--- config.mk ---
export PLATFORM = sky130hd
export DESIGN_NAME = pipeline_stall_controller
export DESIGN_NICKNAME = d
export VERILOG_FILES = /design/src/rtl/pipeline_stall_controller.sv
export SDC_FILE = /design/constraint.sdc
export NUM_CORES = 1
export LEC_CHECK = 0
export ABC_AREA = 0
export ABC_CLOCK_PERIOD_IN_PS = 1800
export BUFFER_PORTS_ARGS = -buffer_cell sky130_fd_sc_hd__buf_2
export CAP_MARGIN = 0
export CELL_PAD_IN_SITES_DETAIL_PLACEMENT = 0
export CELL_PAD_IN_SITES_GLOBAL_PLACEMENT = 2
export CORE_MARGIN = 2
export CORE_UTILIZATION = 31
export CTS_CLUSTER_DIAMETER = 80
export DETAILED_ROUTE_END_ITERATION = 8
export GPL_TIMING_DRIVEN = 1
export PLACE_DENSITY = 0.74
export SLEW_MARGIN = 20
export SYNTH_ARGS = -nofsm -noshare
export SYNTH_HDL_FRONTEND = slang
export SYNTH_SLANG_ARGS = --single-unit
--- constraint.sdc ---
create_clock -name clk -period 1.8 [get_ports clk]
set_input_delay 0.18 -clock clk [delete_from_list [all_inputs] [get_ports clk]]
set_output_delay 0.18 -clock clk [all_outputs]
set_load 0.005 [all_outputs]
--- src/rtl/pipeline_stall_controller.sv ---
// Pipeline hazard/stall controller: freezes, flushes and bubbles for a 5-stage pipe with memory-timeout error trap.
// Latency: control outputs are combinational from state and inputs; state and counters update on the next edge.
// Backpressure: a memory wait freezes the whole pipe and outranks branch flushes, which in turn outrank hazard stalls.
module pipeline_stall_controller #(
    parameter int MEM_TIMEOUT = 15,
    parameter int CNT_W       = 16
) (
    input  logic             clk,
    input  logic             rst_n,
    input  logic             hazard,
    input  logic             branch_taken,
    input  logic             mem_req,
    input  logic             sram_ready,
    input  logic             clear_error,
    output logic             freeze_if,
    output logic             freeze_id,
    output logic             freeze_exe,
    output logic             freeze_mem,
    output logic             flush_if_id,
    output logic             bubble_exe,
    output logic             bubble_wb,
    output logic             mem_error,
    output logic [CNT_W-1:0] stall_cycles,
    output logic [7:0]       flush_count
);

    typedef enum logic [1:0] {
        RUN      = 2'd0,
        MEM_WAIT = 2'd1,
        ERROR    = 2'd2
    } state_t;

    localparam logic [7:0] TIMEOUT = 8'(MEM_TIMEOUT);

    state_t           state_q, state_d;
    logic [7:0]       wait_cnt_q, wait_cnt_d;
    logic             mem_error_q, mem_error_d;
    logic [CNT_W-1:0] stall_cycles_q, stall_cycles_d;
    logic [7:0]       flush_count_q, flush_count_d;

    logic in_error;
    logic mem_stall;
    logic hazard_stall;
    logic br_flush;

    // ERROR masks every stall source so the pipe stays fully frozen and nothing is flushed
    assign in_error     = (state_q == ERROR);
    assign mem_stall    = ~in_error & mem_req & ~sram_ready;
    assign br_flush     = ~in_error & branch_taken & ~mem_stall;
    assign hazard_stall = ~in_error & hazard & ~branch_taken & ~mem_stall;

    assign freeze_if    = in_error | mem_stall | hazard_stall;
    assign freeze_id    = in_error | mem_stall | hazard_stall;
    assign freeze_exe   = in_error | mem_stall;
    assign freeze_mem   = in_error | mem_stall;
    assign bubble_wb    = mem_stall;
    assign bubble_exe   = hazard_stall | br_flush;
    assign flush_if_id  = br_flush;
    assign mem_error    = mem_error_q;
    assign stall_cycles = stall_cycles_q;
    assign flush_count  = flush_count_q;

    always_comb begin
        state_d        = state_q;
        wait_cnt_d     = wait_cnt_q;
        mem_error_d    = mem_error_q;
        stall_cycles_d = stall_cycles_q;
        flush_count_d  = flush_count_q;

        case (state_q)
            RUN: begin
                if (mem_stall) begin
                    state_d    = MEM_WAIT;
                    wait_cnt_d = 8'd1;
                end
            end
            MEM_WAIT: begin
                if (!mem_stall) begin
                    state_d    = RUN;
                    wait_cnt_d = 8'd0;
                end else if (wait_cnt_q == TIMEOUT) begin
                    state_d     = ERROR;
                    mem_error_d = 1'b1;
                end else begin
                    wait_cnt_d = wait_cnt_q + 8'd1;
                end
            end
            ERROR: begin
                if (clear_error) begin
                    state_d     = RUN;
                    wait_cnt_d  = 8'd0;
                    mem_error_d = 1'b0;
                end
            end
            default: begin
                state_d    = RUN;
                wait_cnt_d = 8'd0;
            end
        endcase

        if (freeze_if && (stall_cycles_q != {CNT_W{1'b1}}))
            stall_cycles_d = stall_cycles_q + CNT_W'(1);
        if (br_flush && (flush_count_q != 8'hFF))
            flush_count_d = flush_count_q + 8'd1;
    end

    always_ff @(posedge clk or negedge rst_n) begin
        if (!rst_n) begin
            state_q        <= RUN;
            wait_cnt_q     <= 8'd0;
            mem_error_q    <= 1'b0;
            stall_cycles_q <= '0;
            flush_count_q  <= 8'd0;
        end else begin
            state_q        <= state_d;
            wait_cnt_q     <= wait_cnt_d;
            mem_error_q    <= mem_error_d;
            stall_cycles_q <= stall_cycles_d;
            flush_count_q  <= flush_count_d;
        end
    end

endmodule

* Yosys cells after proc, flatten, opt, wreduce, memory -nomap -nowiden
Index checks and enable logic that the tools add are counted.
** Cells by class
- Add/sub/neg operators :: 3
- Bitwise logic cells :: 14
- Eq/ne operators :: 11
- Multiplexer cells :: 14
- Reductions and logical operators :: 7
** Operators by type and width (count)
- two-way mux 8 bit :: 4
- case mux 8 bit (3 select lines) :: 1
- adder 16 x 1 -> 16 bit (second input constant) :: 1
- adder 8 x 1 -> 8 bit (second input constant) :: 2
- != test 16 bit (second input constant) :: 1
- equality test 8 x 4 -> 1 bit (second input constant) :: 1
- two-way mux 2 bit :: 4
- != test 2 bit (second input constant) :: 4
- != test 8 bit (second input constant) :: 1
- AND 1 bit :: 7
- != test 3 bit (second input constant) :: 2
- case mux 2 bit (3 select lines) :: 1
- AND reduction 3 bit :: 2
- NOT 1 bit :: 4
- AND reduction 4 bit :: 1
- two-way mux 1 bit :: 3
- bitwise OR 1 bit :: 3
- equality test 2 x 1 -> 1 bit (second input constant) :: 1
- equality test 2 bit (second input constant) :: 1
- logical AND 1 bit :: 2
- zero test 2 bit :: 1
- case mux 1 bit (2 select lines) :: 1
- nonzero test 2 bit :: 1
** Storage, ports and cells
- Logic and storage cells :: 54
- Register bits after elaboration :: 35
- Output and inout port bits :: 32
- Input bits :: 7

* Depth between registers and ports, before layout
Gate-level depths: netlist of the first run.
- Depth in word-level cells :: 8
- Depth in mapped cells :: 7
- Mapped depth without buffers :: 5

* Worst setup path after synthesis of the first run
Ideal clock, no wire load.
- Kind :: register to register
- Start :: register wait_cnt_q[0]
- End :: register wait_cnt_q[1]
- Setup slack :: 28 ps
- Buffers on the path :: 2
- Cell stages (with the launch flop) :: 8
- Arrival :: 1651 ps
- Required time :: 1679 ps
- Period minus slack after synthesis :: 1772 ps
- Setup time :: 121 ps
- Cell sequence :: dfrtp_1 -> ha_1 -> and3_1 -> clkbuf_1 -> and3_1 -> buf_2 -> or2_1 -> a22o_1
** Between the ends
- Longest elaborated chain between the ends :: 4
- Elaborated cells between the ends (all ways) :: 7
- Those cells by class :: add/sub (1); eq/ne (2); mux (3); reduce/logical (1)
** RTL lines
- from (decl) :: line 36 : logic [7:0] wait_cnt_q, wait_cnt_d;
- from (signal assigned) :: line 116 : wait_cnt_q <= wait_cnt_d;
- adder 8 x 1 -> 8 bit :: line 85 : wait_cnt_d = wait_cnt_q + 8'd1;
- two-way mux 8 bit :: line 81 : end else if (wait_cnt_q == TIMEOUT) begin
- two-way mux 8 bit :: line 78 : if (!mem_stall) begin
- case mux 8 bit (3 select lines) :: line 70 : case (state_q)
Parallel ways exist; a longest one is shown, timed or not. The select of a mux whose other input is x is not followed.
A chain may end at the register's enable or synchronous reset.

* Final worst setup path of the first run
Same ends and word-level chain as after synthesis.

==> reports/metrics.cfg, run 1 <==
[die]
core-area_um2=5960
core.rowCount=28
floorplan.initialDensity_pct=32.4
floorplan.die_area_um2=6870
fp.dieH_um=82.9
number_of_i_o_pins=39
die-width_um=82.9

[setup_path]
critical_path_end=wait_cnt_q[1]
worst-r2r-setup-slack_ns=0.12
reg2regPathDepth=5
crit_path_max_fanout=6
r2r_start=wait_cnt_q[0]
crit_path_start_kind=flop
crit_start=wait_cnt_q[0]
crit_path_end_kind=flop
critical_path.reg2reg.endpoint=wait_cnt_q[1]
worst_ep_required_time_ns=1.98
setup.worst_path.class=flop to flop
critPathArrivalTime_ns=1.86

[placed_design]
place_ws_ns=0.104
gpl.final_weighted_congestion=0.775
dp_hpwl_um=3210
postPlaceCellArea_um2=2300
io_buffers=38

[timing]
rsz0062_at_grt=no
maxSlewHeadroom_pct=68.7
finalMaxSlewViolations=0
timing_worst_slew_pin_value_ns=0.469
post-route-min-period_ns=1.68
layout_setup_ws_ns=0.116
timing.setup.tns_ns=0
final_setup_viols=0
min_period_over_period_pct=93.6
finClkSkew_ns=0.00811
max_freq_mhz=594
hold_violations=0

[run_status]
outcome=completed

[pwr]
totalPowerFinal_mw=2.72
leakage_nw=1.13
power_density_nw_per_um2=1120
irDropWorstVdd_mv=0.479

[logic_synthesis]
async_flop_share_pct=100
syn-instance-count=178
yosys_reg_bits=35
synth_area_um2=1930
netlist.top_cell.by_area=dfrtp_1
netlist-cell-type-count=47
number_of_flops_mapped_to_enable_cells_by_yosys=0
yosysWarnings=0
ys_top_cells_by_area=dfrtp_1 45%, xor2_1 7.7%, nor4_2 3.9%
synth_fp_nets=188
syn_area_per_cell_um2=10.8
synth_top_area_share_pct=45.4
synth.yosys.seq_area_share_pct=45.4
synth_flop_cell=dfrtp_1

[grt]
grt_pass1_wl_um=7840
grt_util_all_layers_pct=13.7
gr-total-overflow=0
grt_antenna_before_repair=0
grt_pass1_vias=1605
grt_start_max_net_pins=36

[hold_path]
worstHoldPathType=input pin to flop
min-delay-start=clear_error

[finish]
flow.area_growth_from_synthesis_pct=25.9
layout-drive-gt1-share_pct=34.5
most_common_cell_after_layout_fill_and_taps_aside=buf_2
area_taken_by_multi_input_logic_gates_um2=1010
antenna_cells=0
final-seq-area_um2=876
postLayoutCellArea_um2=2430
final_cell_mix=38 x buf_2, 35 x dfrtp_1, 17 x xor2_1, 17 x buf_4, 14 x nor2_1
post-route-util_pct=40.8
nNetsFinal=244
fillers=596

[clock_tree]
cts_tree=done
insertion_delay_ns=0.29
cts_buf_count=5
worst_setup_hold_path_clk_slew_ns=0.07
clk_path_buf_depth=2
clock_sink_count=35
htreeDepth=2
cts_root_buf=clkbuf_8

[route]
number_of_violations_reported_at_the_end_of_detailed_routing_iteration_0=30
drt.antenna.violating_nets=0
vias=1554
drt_pass1_iterations=4
via_per_inst=5.01
detail_route.drc_violations=0
routedWlPerCell_um=14.2
detail_route.wirelength_um=4390

[run]
cap_viol_max_count=0

[layer usage]
metal	vias up	wire [um]	GRT usage, %
met3	8	173	2.98
met1	761	2170	18.6
li1	753	-	-
met5	-	0	0
met4	0	72	4.92
met2	32	1970	21.5
[worst min-delay path by stage]
| stage | end | slack [ns] | depth (start not counted) |
|---|---|---|---|
| detailed placement | stall_cycles[14] | 0.25 | 2 |
| floorplan | flush_count[0] | -0.12 | 0 |
| finish | mem_error | 0.20 | 3 |
| global route | mem_error | 0.21 | 3 |
| CTS | mem_error | 0.18 | 3 |
| global placement | stall_cycles[14] | 0.25 | 2 |
[synthesized netlist by cell type, drive strengths merged (3+ instances only)]
library cell  instances
xor2                 17
dfrtp                35
nor3                  6
o21ai                 6
nand3                 7
a21oi                 3
buf                   6
nor2                 14
nor4                  9
nand4                 6
nand2b                5
nand2                13
o31ai                 6
and3                  3
inv                   5
ha                    3
mux2                  4
nor2b                 3
xnor2                 3
[worst max-delay path: stages (launching register included)]
cell,delay [ns]
dfrtp_1,0.41
ha_1,0.24
and3_1,0.20
and3_2,0.26
or2_1,0.25
a22o_1,0.23
[power by group]
| part | total, mW | leakage, nW | switching [mW] | internal, mW |
|---|---|---|---|---|
| Sequential | 1.20 | 0.447 | 0.236 | 0.966 |
| Combinational | 0.872 | 0.636 | 0.432 | 0.440 |
| Clock | 0.649 | 0.0505 | 0.301 | 0.348 |
[sequential cells by signal (all words and copies together), names as in the netlist]
register and flops:
flush_count 8, mem_error 1, stall_cycles 16, state_q 2
wait_cnt_q 8
[stage by stage]
stage	cells	hold slack (ns)
2_1_floorplan	178	-0.116
4_1_cts	310	0.179
3_5_place_dp	301	0.250
5_1_grt	310	0.209
6_report	310	0.196
3_3_place_gp	301	0.254
[cell type report]
cell class | count | share of cell area, %
flip-flops and latches | 35 | 36.0
multi-input cells | 131 | 41.6
clock inverters | 1 | 0.309
well taps | 75 | 3.86
repair buffers | 56 | 13.5
inverters | 5 | 0.772
clock buffers | 7 | 3.96
[logic make-up after synthesis]
kind of cell / count (synthesis) / synth area share [%]
and+or+nand+nor: 76 / 26.2
DFF: 35 / 45.4
AOI/OAI and AO/OA: 28 / 11.8
xor gates and xnor gates: 20 / 9.07
buffers and inverters: 12 / 3.30
muxes: 4 / 2.33
adders and majority gates: 3 / 1.94
[repair_timing]
action / in CTS / in global routing
endpoints found under the hold margin: 35 / 0
endpoints found under the setup margin: 0 / 6
gates resized for setup: 0 / 4
setup buffers: 0 / 0
hold buffers: 1 / 0
Power figures use the tool's default switching activity.
==> run 2: changes to the inputs <==
PLACE_DENSITY = 0.72   (was 0.74)
==> run 2 against run 1 <==
Via count shrank 2.4%. Routed wire length shrank 2.1%. Count of clock-buffer cells in the layout shrank 1. Critical path type unchanged. Critical endpoint unchanged. Largest cell class unchanged. Largest power group unchanged.
==> reports/metrics.cfg, run 2 (synthesis results as in run 1) <==
[finish]
post-route-util_pct=40.3
layout-drive-gt1-share_pct=33.3
nNetsFinal=244
flow.area_growth_from_synthesis_pct=24.3
final_cell_mix=38 x buf_2, 35 x dfrtp_1, 17 x xor2_1, 17 x buf_4, 14 x nor2_1
most_common_cell_after_layout_fill_and_taps_aside=buf_2
largest_reg_flops=16
antenna_cells=0

[grt]
grt_antenna_before_repair=0
gr-total-overflow=0
grt_start_max_net_pins=36
grt_pass1_vias=1516
grt_util_all_layers_pct=13.2
grt_pass1_wl_um=7380

[clock_tree]
insertion_delay_ns=0.29
worst_setup_hold_path_clk_slew_ns=0.07
clock_sink_count=35
cts_buf_count=5
cts_tree=done
clk_path_buf_depth=2
htreeDepth=2
post_cts_buffers=0
cts_root_buf=clkbuf_8

[setup_path]
worst_ep_required_time_ns=1.97
crit_path_cells=ha_1 -> and3_1 -> and3_1 -> or2_1 -> a22o_1
setup.worst_path.class=flop to flop
crit_path_max_fanout=6
crit_path_frequent_cell=and3_1
critPathArrivalTime_ns=1.87
crit_path_start_kind=flop
timing.critical_path.slowest_cell_delay_ns=0.41
crit_path_top_delay_cell=dfrtp_1
crit_path_end_kind=flop

[run]
cap_viol_max_count=0

[die]
core.rowCount=28
fp.dieH_um=82.9
number_of_i_o_pins=39
core-area_um2=5960
floorplan.initialDensity_pct=32.4
floorplan.die_area_um2=6870
die-width_um=82.9

[timing]
finClkSkew_ns=0.0129
rsz0062_at_grt=no
timing.setup.tns_ns=0
max_freq_mhz=588
finalMaxSlewViolations=0
maxSlewHeadroom_pct=67.3
final_setup_viols=0
post-route-min-period_ns=1.70
layout_setup_ws_ns=0.100
hold_violations=0
min_period_over_period_pct=94.4
timing_worst_slew_pin_value_ns=0.486

[pwr]
totalPowerFinal_mw=2.62
irDropWorstVdd_mv=0.483
power_density_nw_per_um2=1090
leakage_nw=1.13

[hold_path]
worstHoldPathType=input pin to flop

[route]
vias=1516
detail_route.drc_violations=0
number_of_violations_reported_at_the_end_of_detailed_routing_iteration_0=57
routedWlPerCell_um=13.9
drt_pass1_iterations=4
via_per_inst=4.91
detail_route.wirelength_um=4300
drt.antenna.violating_nets=0

[placed_design]
io_buffers=38
place_ws_ns=0.106
gpl.final_weighted_congestion=0.759
dp_hpwl_um=3160

[run_status]
outcome=completed

[run 2: changes by cell type in the layout (fill, tap and decap cells not counted), sizes merged]
| cell | previous run | this run |
|---|---|---|
| clkinv | 0 | 1 |
| clkbuf | 7 | 6 |
| clkinvlp | 1 | 0 |
[run 2: worst max-delay path, delay by kind of cell (launching register included)]
kind | cells | cell delay, ns
flops | 1 | 0.41
fa+ha+maj | 1 | 0.24
simple gates | 3 | 0.70
compound gates | 1 | 0.24
[run 2: path summary, 6_finish.rpt]
| kind | startpoint | to | slack [ns] | depth (start not counted) |
|---|---|---|---|---|
| setup / recovery | wait_cnt_q[0] | wait_cnt_q[1] | 0.10 | 5 |
| hold / removal | clear_error | mem_error | 0.22 | 3 |
| setup reg to reg | wait_cnt_q[0] | wait_cnt_q[1] | 0.10 | 5 |
| hold reg to reg | mem_error | mem_error | 0.48 | 1 |
| max in group asynchronous | rst_n | stall_cycles[10] | 1.00 | 3 |
| min in group asynchronous | rst_n | stall_cycles[8] | 0.45 | 3 |
[run 2: layout make-up]
cell class | instances | area (um^2)
clock buffers | 6 | 82.6
clock inverters | 1 | 5.00
fillers | 606 | 3560
inverters | 5 | 18.8
multi-input cells | 131 | 996
flip-flops and latches | 35 | 876
well taps | 75 | 93.8
repair buffers | 56 | 328
[run 2: report_power, final]
group / total, mW / leakage, nW / internal (mW) / switching [mW]
Combinational: 0.837 / 0.632 / 0.420 / 0.417
Clock: 0.578 / 0.0470 / 0.300 / 0.278
Sequential: 1.21 / 0.447 / 0.967 / 0.241
[run 2: repair_timing]
action	4_1_cts	5_1_grt
gates resized for setup	0	1
endpoints found under the hold margin	35	0
hold buffers	1	0
setup endpoints to repair	0	2
[run 2: routing by layer]
layer | track usage, % | share of wire, % | vias to the layer above
met3 | 3.18 | 4.7 | 5
met5 | 0 | 0 | -
li1 | - | - | 754
met2 | 19.6 | 45 | 36
met4 | 4.92 | 1.2 | 0
met1 | 18.6 | 49 | 721
[run 2: through the flow]
| stage | area [um^2] | instances | hold slack, ns |
|---|---|---|---|
| 2_1_floorplan | 1930 | 178 | -0.116 |
| 3_3_place_gp | 2300 | 301 | 0.253 |
| 3_5_place_dp | 2300 | 301 | 0.248 |
| 4_1_cts | 2390 | 309 | 0.206 |
| 5_1_grt | 2400 | 309 | 0.212 |
| 6_report | 2400 | 309 | 0.218 |
==> run 3: changes to the inputs <==
RECOVER_POWER = 25   (was unset)
==> run 3 against run 2 <==
Worst setup slack unchanged. Clock power about the same. Sequential power about the same. Register-to-register slack about the same. Critical path depth unchanged. Combinational power about the same. Fmax unchanged. Core utilization about the same. Critical path type unchanged.
==> reports/metrics.cfg, run 3 (synthesis results as in run 1) <==
[grt]
grt_antenna_before_repair=0
grt_start_max_net_pins=36
gr-total-overflow=0
grt_pass1_wl_um=7380
grt_pass1_vias=1516
grt_util_all_layers_pct=13.2

[pwr]
relative_contribution_of_combinational_cells_to_total_power_pct=31.9
sequential_power_share_pct=46.1
power.share.switching_pct=35.7
irDropWorstVdd_mv=0.483
intPower_mw=1.69
leakage_nw=1.13
power_density_nw_per_um2=1090
switchingPower_mw=0.936
clock_power_share_pct=22.1

[die]
floorplan.die_area_um2=6870
floorplan.initialDensity_pct=32.4
number_of_i_o_pins=39
core.rowCount=28
die-width_um=82.9
fp.dieH_um=82.9
core-area_um2=5960

[clock_tree]
worst_setup_hold_path_clk_slew_ns=0.07
post_cts_buffers=0
htreeDepth=2
insertion_delay_ns=0.29
cts_root_buf=clkbuf_8
cts_tree=done
clk_path_buf_depth=2
clock_sink_count=35
cts_buf_count=5

[placed_design]
gpl.final_weighted_congestion=0.759
placed_cells_incl_taps=301
dp_hpwl_um=3160
io_buffers=38

[setup_path]
crit_path_max_fanout=6
crit_path_frequent_cell=and3_1
crit_path_end_kind=flop
timing.critical_path.slowest_cell_delay_ns=0.41
critPathArrivalTime_ns=1.87
crit_path_cells=ha_1 -> and3_1 -> and3_1 -> or2_1 -> a22o_1
worst_ep_required_time_ns=1.97
crit_path_start_kind=flop
setup.worst_path.class=flop to flop
crit_path_top_delay_cell=dfrtp_1

[route]
drt.antenna.violating_nets=0
routedWlPerCell_um=13.9
via_per_inst=4.91
vias=1516
number_of_violations_reported_at_the_end_of_detailed_routing_iteration_0=57
detail_route.wirelength_um=4300
drt_pass1_iterations=4
detail_route.drc_violations=0

[timing]
max_freq_mhz=588
timing.setup.tns_ns=0
finalMaxSlewViolations=0
hold_violations=0
min_period_over_period_pct=94.4
finClkSkew_ns=0.0129
post-route-min-period_ns=1.70
maxSlewHeadroom_pct=40.6
timing_worst_slew_pin_value_ns=0.891
rsz0062_at_grt=no
final_setup_viols=0

[hold_path]
worstHoldPathType=input pin to flop

[finish]
nNetsFinal=244
instances_no_fill=309
largest_reg_flops=16
layout-drive-gt1-share_pct=33.3
antenna_cells=0
most_common_cell_after_layout_fill_and_taps_aside=buf_2
flow.area_growth_from_synthesis_pct=24.2
final_cell_mix=38 x buf_2, 35 x dfrtp_1, 17 x xor2_1, 16 x buf_4, 14 x nor2_1

[run]
cap_viol_max_count=0

[run_status]
outcome=completed

-- run 3: what timing repair did --
action | in CTS | in global routing
hold endpoints to repair | 35 | 0
resized for setup | 0 | 1
hold buffers | 1 | 0
setup endpoints to repair | 0 | 2
-- run 3: critical path: cells and delay by family (launching register included) --
family	cells	cell delay, ns
fa+ha+maj	1	0.24
simple gates	3	0.70
flops	1	0.41
compound gates	1	0.24
-- run 3: metal layers --
| layer | global-route usage (%) | vias to the layer above | wire length, um |
|---|---|---|---|
| li1 | - | 754 | - |
| met1 | 18.6 | 721 | 2100 |
| met2 | 19.6 | 36 | 1950 |
| met3 | 3.18 | 5 | 200 |
| met4 | 4.92 | 0 | 53 |
| met5 | 0 | - | 0 |
-- run 3: area by class of cell --
cell class	instances	area, um^2
fill	607	3560
multi-input combinational	131	996
sequential	35	876
timing repair buffer	56	325
tap	75	93.8
clock buffer	6	82.6
inverter	5	18.8
clock inverter	1	5.00
-- run 3: power by group through the flow --
stage	Combinational [mW]	Clock [mW]	Sequential, mW
after CTS	0.848	0.600	1.21
final	0.836	0.578	1.21
after detailed placement	0.844	0	1.23
after global routing	0.934	0.642	1.24
after global placement	0.844	0	1.22
after floorplan	0.483	0	1.19
-- run 3: worst paths after layout --
path                                     to  cells after the start  slack (ns)          start
setup / recovery              wait_cnt_q[1]                      5        0.10  wait_cnt_q[0]
hold / removal                    mem_error                      3        0.22    clear_error
setup reg to reg              wait_cnt_q[1]                      5        0.10  wait_cnt_q[0]
hold reg to reg                   mem_error                      1        0.48      mem_error
max in group asynchronous  stall_cycles[10]                      3        0.61          rst_n
min in group asynchronous   stall_cycles[8]                      3        0.62          rst_n
-- run 3: through the flow --
step | util (%) | hold WS, ns | power [mW] | cell area (um^2) | worst slack (ns)
2_1_floorplan | - | -0.116 | 1.67 | 1930 | 0.0281
3_3_place_gp | 38.6 | 0.253 | 2.06 | 2300 | 0.123
3_5_place_dp | 38.6 | 0.248 | 2.07 | 2300 | 0.106
4_1_cts | 40.2 | 0.206 | 2.66 | 2390 | 0.0965
5_1_grt | 40.3 | 0.212 | 2.82 | 2400 | 0.00440
6_report | 40.3 | 0.218 | 2.62 | 2400 | 0.100
